## config.mk

```make
export PLATFORM = sky130hd
export DESIGN_NAME = key_cmd_queue
export DESIGN_NICKNAME = d
export VERILOG_FILES = /design/src/rtl/key_cmd_queue.sv
export SDC_FILE = /design/constraint.sdc
export NUM_CORES = 1
export LEC_CHECK = 0
export CORE_MARGIN = 5
export CORE_UTILIZATION = 49
export DETAILED_ROUTE_END_ITERATION = 6
export GPL_ROUTABILITY_DRIVEN = 1
export PLACE_DENSITY_LB_ADDON = 0.1
export RECOVER_POWER = 100
export SLEW_MARGIN = 5
export SYNTH_ARGS = -nofsm -noshare
export SYNTH_HDL_FRONTEND = slang
export SYNTH_SLANG_ARGS = --single-unit
```

## constraint.sdc

```tcl
create_clock -name clk -period 1.9 [get_ports clk]
set_input_delay 0.285 -clock clk [delete_from_list [all_inputs] [get_ports clk]]
set_output_delay 0.285 -clock clk [all_outputs]
set_load 0.005 [all_outputs]
```

## src/rtl/key_cmd_queue.sv

```systemverilog
// key_cmd_queue: synchronizes raw PS/2 driver events and decodes them into
// LEFT/RIGHT/START/QUIT commands. Typematic repeats are dropped, and the
// commands are buffered in a small first-word-fall-through FIFO.
module key_cmd_queue #(
    parameter int DEPTH = 4,
    parameter int PTR_W = 2
) (
    input  logic             clk,
    input  logic             rst,
    input  logic             en,
    input  logic             done,
    input  logic [7:0]       key,
    input  logic             key_released,
    input  logic             expand_key,
    input  logic             cmd_rd,
    input  logic             clr_ovf,
    output logic             cmd_valid,
    output logic [2:0]       cmd,
    output logic [3:0]       held,
    output logic [PTR_W:0]   count,
    output logic             overflow
);

    localparam logic [PTR_W:0] FULL_CNT = DEPTH[PTR_W:0];
    localparam logic [PTR_W-1:0] PTR_ONE = {{(PTR_W-1){1'b0}}, 1'b1};
    localparam logic [PTR_W:0] CNT_ONE = {{PTR_W{1'b0}}, 1'b1};

    logic             d1, d2, d3;
    logic [7:0]       key1, key2;
    logic             rel1, rel2;
    logic             exp1, exp2;
    logic             ev;
    logic [2:0]       dec_cmd;
    logic [3:0]       dec_oh;
    logic             push_req;
    logic [2:0]       push_cmd;
    logic [2:0]       mem [DEPTH];
    logic [PTR_W-1:0] wr_ptr, rd_ptr;
    logic             do_pop, do_push, drop;

    // Synchronizer for done, with the event fields carried alongside it.
    always_ff @(posedge clk or posedge rst) begin
        if (rst) begin
            d1   <= 1'b0;
            d2   <= 1'b0;
            d3   <= 1'b0;
            key1 <= 8'h00;
            key2 <= 8'h00;
            rel1 <= 1'b0;
            rel2 <= 1'b0;
            exp1 <= 1'b0;
            exp2 <= 1'b0;
        end else begin
            d1   <= done;
            d2   <= d1;
            d3   <= d2;
            key1 <= key;
            key2 <= key1;
            rel1 <= key_released;
            rel2 <= rel1;
            exp1 <= expand_key;
            exp2 <= exp1;
        end
    end

    // One strobe per done rising edge, whatever the pulse width.
    assign ev = d2 & ~d3;

    // Map the synchronized scan code to a command number and a one-hot mask.
    always_comb begin
        dec_cmd = 3'd0;
        if (exp2) begin
            case (key2)
                8'h6B:   dec_cmd = 3'd1;
                8'h74:   dec_cmd = 3'd2;
                default: dec_cmd = 3'd0;
            endcase
        end else begin
            case (key2)
                8'h1C:   dec_cmd = 3'd1;
                8'h23:   dec_cmd = 3'd2;
                8'h29:   dec_cmd = 3'd3;
                8'h5A:   dec_cmd = 3'd3;
                8'h76:   dec_cmd = 3'd4;
                default: dec_cmd = 3'd0;
            endcase
        end
        case (dec_cmd)
            3'd1:    dec_oh = 4'b0001;
            3'd2:    dec_oh = 4'b0010;
            3'd3:    dec_oh = 4'b0100;
            3'd4:    dec_oh = 4'b1000;
            default: dec_oh = 4'b0000;
        endcase
    end

    // Held-key filter: a make only pushes when its key was not already down.
    always_ff @(posedge clk or posedge rst) begin
        if (rst) begin
            held     <= 4'b0000;
            push_req <= 1'b0;
            push_cmd <= 3'd0;
        end else if (!en) begin
            held     <= 4'b0000;
            push_req <= 1'b0;
        end else if (ev && (dec_oh != 4'b0000)) begin
            if (rel2) begin
                held     <= held & ~dec_oh;
                push_req <= 1'b0;
            end else if ((held & dec_oh) == 4'b0000) begin
                held     <= held | dec_oh;
                push_req <= 1'b1;
                push_cmd <= dec_cmd;
            end else begin
                push_req <= 1'b0;
            end
        end else begin
            push_req <= 1'b0;
        end
    end

    assign do_pop  = cmd_rd && (count != {(PTR_W+1){1'b0}});
    assign do_push = push_req && ((count != FULL_CNT) || do_pop);
    assign drop    = push_req && (count == FULL_CNT) && !do_pop;

    // FIFO storage, pointers and occupancy count.
    always_ff @(posedge clk or posedge rst) begin
        if (rst) begin
            wr_ptr <= {PTR_W{1'b0}};
            rd_ptr <= {PTR_W{1'b0}};
            count  <= {(PTR_W+1){1'b0}};
            for (int i = 0; i < DEPTH; i++) begin
                mem[i] <= 3'd0;
            end
        end else begin
            if (do_push) begin
                mem[wr_ptr] <= push_cmd;
                wr_ptr      <= wr_ptr + PTR_ONE;
            end
            if (do_pop) begin
                rd_ptr <= rd_ptr + PTR_ONE;
            end
            case ({do_push, do_pop})
                2'b10:   count <= count + CNT_ONE;
                2'b01:   count <= count - CNT_ONE;
                default: count <= count;
            endcase
        end
    end

    // Sticky overflow; a drop on the same cycle wins over the clear.
    always_ff @(posedge clk or posedge rst) begin
        if (rst) begin
            overflow <= 1'b0;
        end else if (drop) begin
            overflow <= 1'b1;
        end else if (clr_ovf) begin
            overflow <= 1'b0;
        end else begin
            overflow <= overflow;
        end
    end

    assign cmd_valid = (count != {(PTR_W+1){1'b0}});
    assign cmd       = cmd_valid ? mem[rd_ptr] : 3'd0;

endmodule

```

* Word-level counts from Yosys, hierarchy flattened
Index checks and enable logic that the tools add are counted.
Operators by class: add/subtract/negate cells 4, $lt $le $gt $ge 3, equal/unequal tests 17, mux-type cells 22, bitwise operators 9, reductions and logical operators 16
Operators by type and width (number):
- 8-bit by 7-bit == test with 1-bit output (second input constant) | 4
- 8-bit by 6-bit == test with 1-bit output (second input constant) | 2
- 4-bit two-way mux | 4
- 4-bit one-hot mux with 4 select lines | 1
- 3-bit two-way mux | 5
- 12-bit bitwise mux | 1
- 3-bit one-hot mux with 4 select lines | 1
- 4-bit AND | 2
- 8-bit by 5-bit == test with 1-bit output (second input constant) | 1
- 3-bit binary-select mux with 2-bit select | 1
- 3-bit demux with 2-bit select | 1
- 3-bit by 2-bit == test with 1-bit output (second input constant) | 2
- 3-bit == test (second input constant) | 2
- 3-bit >= comparator (second input constant) | 2
- 1-bit logical AND | 6
- 1-bit two-way mux | 6
- 2-bit inverter with 3-bit output | 2
- 3-bit one-hot mux with 2 select lines | 1
- 2-bit by 1-bit adder with 2-bit output (second input constant) | 2
- 4-bit zero test | 1
- 4-bit inverter | 1
- 4-bit OR | 1
- 2-bit one-hot mux with 2 select lines | 1
- 4-bit AND reduction | 1
- other kinds (18) | 20
Word-level totals: register bits 51, bits of input ports 16, output and inout port bits 12

* Depth between registers and ports, before layout
word-level depth 12, depth in mapped cells 10

* Least setup slack after synthesis
Ideal clock, no wire load.
path kind reg-to-reg, start reg count[0], end reg count[2], arrival time 2030 ps, setup slack -209 ps, stages on the path, launching flop included 11, buffers on the path 1, period minus slack after synthesis 2109 ps, cells stage by stage dfrtp_1 -> nor4b_1 -> nor2b_1 -> clkbuf_1 -> inv_1 -> ha_1 -> inv_1 -> fa_1 -> xor2_1 -> nor2_1 -> xor2_1
Between the ends: longest elaborated chain between the ends 6, elaborated cells on any way between the ends 11, those cells by class add/sub (2); eq/ne (3); mux (1); reduce/logical (5)
Ends and longest elaborated chain:
- from (decl) | RTL line 20 | output logic [PTR_W:0] count,
- from (signal assigned) | RTL line 131 | count <= {(PTR_W+1){1'b0}};
- from (signal assigned) | RTL line 144 | 2'b10: count <= count + CNT_ONE;
- from (signal assigned) | RTL line 145 | 2'b01: count <= count - CNT_ONE;
- 3-bit nonzero test | RTL line 122 | assign do_pop = cmd_rd && (count != {(PTR_W+1){1'b0}});
- 1-bit logical AND | RTL line 122
- 1-bit logical OR | RTL line 123 | assign do_push = push_req && ((count != FULL_CNT) || do_pop);
- 1-bit logical AND | RTL line 123
- 2-bit by 1-bit == test with 1-bit output / 2-bit == test (equally long branches) | RTL line 143 | case ({do_push, do_pop})
- 3-bit one-hot mux with 2 select lines / 2-bit nonzero test (equally long branches)
Parallel ways exist; a longest one is shown, timed or not. A chain may end at the register's enable or synchronous reset.

* Worst setup path after layout
start reg key2[1], end reg push_cmd[0]
Between the ends: longest elaborated chain between the ends 9, elaborated cells on any way between the ends 21, those cells by class eq/ne (11); mux (4); bitwise (1); reduce/logical (5)
Ends and longest elaborated chain:
- from (decl) | RTL line 29 | logic [7:0] key1, key2;
- from (signal assigned) | RTL line 58 | key2 <= key1;
- 8-bit by 7-bit == test with 1-bit output / 8-bit by 6-bit == test with 1-bit output (equally long branches) | RTL line 79 | case (key2)
- 2-bit OR reduction (no line)
- 3-bit one-hot mux with 4 select lines | RTL line 79
- 3-bit two-way mux (*) | RTL line 72 | if (exp2) begin
- 3-bit == test, or another cell as far along | RTL line 88 | case (dec_cmd)
- 4-bit one-hot mux with 4 select lines | RTL line 88
- 4-bit AND / 4-bit nonzero test (equally long branches) | RTL line 110, 106
- 4-bit zero test / 1-bit logical AND (equally long branches) | RTL line 110, 106
- 4-bit AND reduction (no line)
- to (signal assigned) | RTL line 113 | push_cmd <= dec_cmd;
- to (decl) | RTL line 36 | logic [2:0] push_cmd;
Every way passes the cells marked *; elsewhere a longest branch is shown, timed or not.

==> results.py <==
metrics = {
    "outcome": {
        "status": "finished with violations",
        "violations": "negative setup slack",
    },
    "setup_path": {
        "crit_slowest_cell": "or4b_4",
        "crit_path_max_fanout": 5,
        "path_delay_family": "simple AND/OR/NAND/NOR gates",
        "cp_slowest_stage_delay_ps": 500,
        "path_cells": "or4b_4 > a211o_2 > o2111ai_2 > and4_4 > mux2_4",
        "cp-start-kind": "flop",
        "critPathCaptureType": "flop",
        "cp.required_ps": 2080,
        "worst-endpoint-arrival_ps": 2270,
        "path_buf_inv": 0,
        "criticalPathCategory": "flop to flop",
    },
    "timing": {
        "fin_tns_setup_ps": -633.7,
        "fin_worst_skew_ps": 7.238,
        "timing.hold.ws_ps": 343.7,
        "fin_crit_sh_pct": 110.0,
        "report.final.slew_viol_count": 0,
        "min_period_ps": 2090,
        "rsz0062_at_grt": "true",
        "max_freq_mhz": 478.4,
        "setup_viol": 6,
        "relSlewSlack_pct": 45.40,
        "tightest_slew_ps": 818.1,
        "setup_slack_ps": -190.1,
        "hold_violations": 0,
    },
    "route": {
        "first_pass_iters": 4,
        "antenna_left": 0,
        "dr.first_iter.drc_count": 35,
        "vias_per_cell": 5.215,
        "drc_errors": 0,
        "vias": 1408,
        "wl_per_cell_um": 14.75,
        "wirelength_mm": 3.983,
    },
    "clocking": {
        "cts_buffer_depth": 2,
        "cts_tree": "yes",
        "clockRootBuffer": "clkbuf_8",
        "numClockSinks": 51,
        "cts.htree.levels": 2,
        "clk_latency_ps": 290,
        "cts_buffers": 5,
        "cts.clk_slew.worst_paths_ps": 90,
        "ctsHoldBuffers": 0,
    },
    "global_routing": {
        "overflow": 0,
        "grt_pass1_wl_mm": 7.107,
        "grt_max_degree": 23,
        "antenna_found_initial": 0,
        "grt_pass1_vias": 1571,
        "track_usage_pct": 15.09,
    },
    "yosys": {
        "mappedNetlistNets": 178,
        "ys_ff_latch": 51,
        "async_flop_share_pct": 100.0,
        "netlist_area_sq_um": 2130,
        "ys_warn_count": 0,
        "synth-main-ff-cell": "dfrtp_1",
        "syn_inst": 156,
        "ys_seq_area_share_pct": 59.93,
        "yosysUniqueCellTypes": 45,
        "avgSynthCellArea_sq_um": 13.65,
        "synth_edf_count": 0,
    },
    "min_path": {
        "min_path_type": "flop to flop",
    },
    "power_and_ir_drop": {
        "power_density_nw_per_um2": 871.5,
        "leakage_nw": 1.341,
        "irDropWorstVdd_uv": 412.9,
    },
    "layout": {
        "antenna_cells": 0,
        "ff_latch_area_sq_um": 1279,
        "multi_input_area_sq_um": 930.9,
        "final_nets": 240,
        "final_area_sq_um": 2910,
        "fill_cells": 317,
        "layoutNonFillerInstCount": 270,
        "area_delta_synth_final_pct": 36.66,
        "drive_above_1_share_pct": 37.61,
    },
    "placement": {
        "place.gp.congestion": 0.8707,
        "placed_cell_area_sq_um": 2641,
        "dp_cells": 256,
        "dp_hpwl_mm": 3.016,
        "io_buffer_count": 27,
    },
    "floorplanning": {
        "placementRows": 24,
        "fp.dieH_um": 75.93,
        "initial_core_util_pct": 49.59,
        "fp.dieArea_sq_um": 5765,
        "num_io_pins": 28,
        "die_w_um": 75.93,
        "core_area_sq_um": 4294,
    },
    "flow_run": {
        "max_cap_viol_count": 0,
    },
}
## metal layers
layer | wire length, um | global-route usage (%) | part of all wire (%) | vias to the layer above
li1 | - | - | - | 675
met1 | 1554 | 17.03 | 39 | 683
met2 | 2115 | 25.51 | 53 | 35
met3 | 164 | 4.028 | 4.1 | 15
met4 | 148 | 8.541 | 3.7 | 0
met5 | 0 | 0 | 0 | -
## area by class of cell
cell class	count	share of cell area, %
clock buffer	6	2.494
clock inverter	1	1.032
sequential	51	43.94
inverter	8	1.032
tap	52	2.236
multi-input combinational	93	31.99
timing repair buffer	59	17.28
## cells in the mapped netlist (2+ instances only)
cell,n,area share (%)
dfrtp_1,51,60
mux2_2,12,6.3
nand2_1,11,1.9
inv_1,8,1.4
ha_1,5,2.9
and2_1,4,1.2
nor2b_1,4,1.2
clkbuf_1,3,0.53
mux2_4,3,2.1
mux4_2,3,3.2
nand3_1,3,0.70
nor3_1,3,0.70
o21ai_0,3,0.70
xnor2_1,3,1.2
xor2_1,3,1.2
a21oi_1,2,0.47
a22oi_1,2,0.70
nand2b_1,2,0.59
nand4b_1,2,0.82
nand4bb_1,2,1.1
nor2_1,2,0.35
or3_1,2,0.59
## path summary, 6_finish.rpt
path | start | end | slack (ps) | cells past startpoint
max in group asynchronous | rst | d3$_DFF_PP0_ | 460 | 3
setup / recovery | key2[1]$_DFF_PP0_ | push_cmd[0]$_DFFE_PP0P_ | -190 | 5
hold reg to reg | key1[1]$_DFF_PP0_ | key2[1]$_DFF_PP0_ | 340 | 0
hold / removal | key1[1]$_DFF_PP0_ | key2[1]$_DFF_PP0_ | 340 | 0
min in group asynchronous | rst | overflow$_DFFE_PP0P_ | 580 | 2
setup reg to reg | key2[1]$_DFF_PP0_ | push_cmd[0]$_DFFE_PP0P_ | -190 | 5
## metrics by stage
step                      setup slack [ps]  util, %  total power [mW]
final                               -190.1    67.77             2.536
after global routing                -253.0    67.77             2.702
after detailed placement            -380.5    61.51             1.783
after floorplan                     -126.8        -             1.512
after CTS                           -173.6    66.81             2.582
after global placement              -242.0    61.51             1.754
## cells in the final DEF (no fill, tap or decap), types with 3 or more instances in the layout
cell type,n
mux4_2,3
dlygate4sd3_1,18
clkbuf_1,3
nor2b_1,4
dfrtp_1,49
xor2_1,3
clkbuf_8,5
buf_6,6
ha_1,4
clkdlybuf4s50_1,4
buf_4,22
mux2_4,3
xnor2_1,3
mux2_2,12
clkbuf_2,5
o21ai_0,3
inv_1,7
nand2_1,11
## flip-flops by register name, summed over array words and instances, names as in the netlist
signal	count
rel2	1
mem	12
overflow	1
push_req	1
rel1	1
exp2	1
key1	8
push_cmd	3
key2	8
wr_ptr	2
d2	1
exp1	1
rd_ptr	2
held	4
count	3
d1	1
d3	1
## power breakdown
part / internal, mW / switching, mW / total (mW)
Combinational: 0.352 / 0.215 / 0.567
Clock: 0.386 / 0.314 / 0.700
Sequential: 1.17 / 0.0964 / 1.27
Total: 1.91 / 0.625 / 2.54
## what timing repair did
item / CTS / global route
cloned: 0 / 0
hold endpoints to repair: 0 / 0
pin swaps: 11 / 14
resized for setup: 32 / 18
setup buffers: 5 / 4
setup endpoints to repair: 12 / 13
## logic make-up (layout without fill, tap and decap cells)
family | count (synthesis) | in the layout | synth area share [%]
multiplexers | 19 | 19 | 12.10
AND/OR/NAND/NOR | 46 | 46 | 13.57
XOR/XNOR | 6 | 6 | 2.468
adder cells (fa/ha/maj) | 6 | 6 | 3.878
flip-flops | 51 | 51 | 59.93
buffers and inverters | 12 | 74 | 2.468
AO/OA/AOI/OAI | 16 | 16 | 5.582
Power figures use the tool's default switching activity.
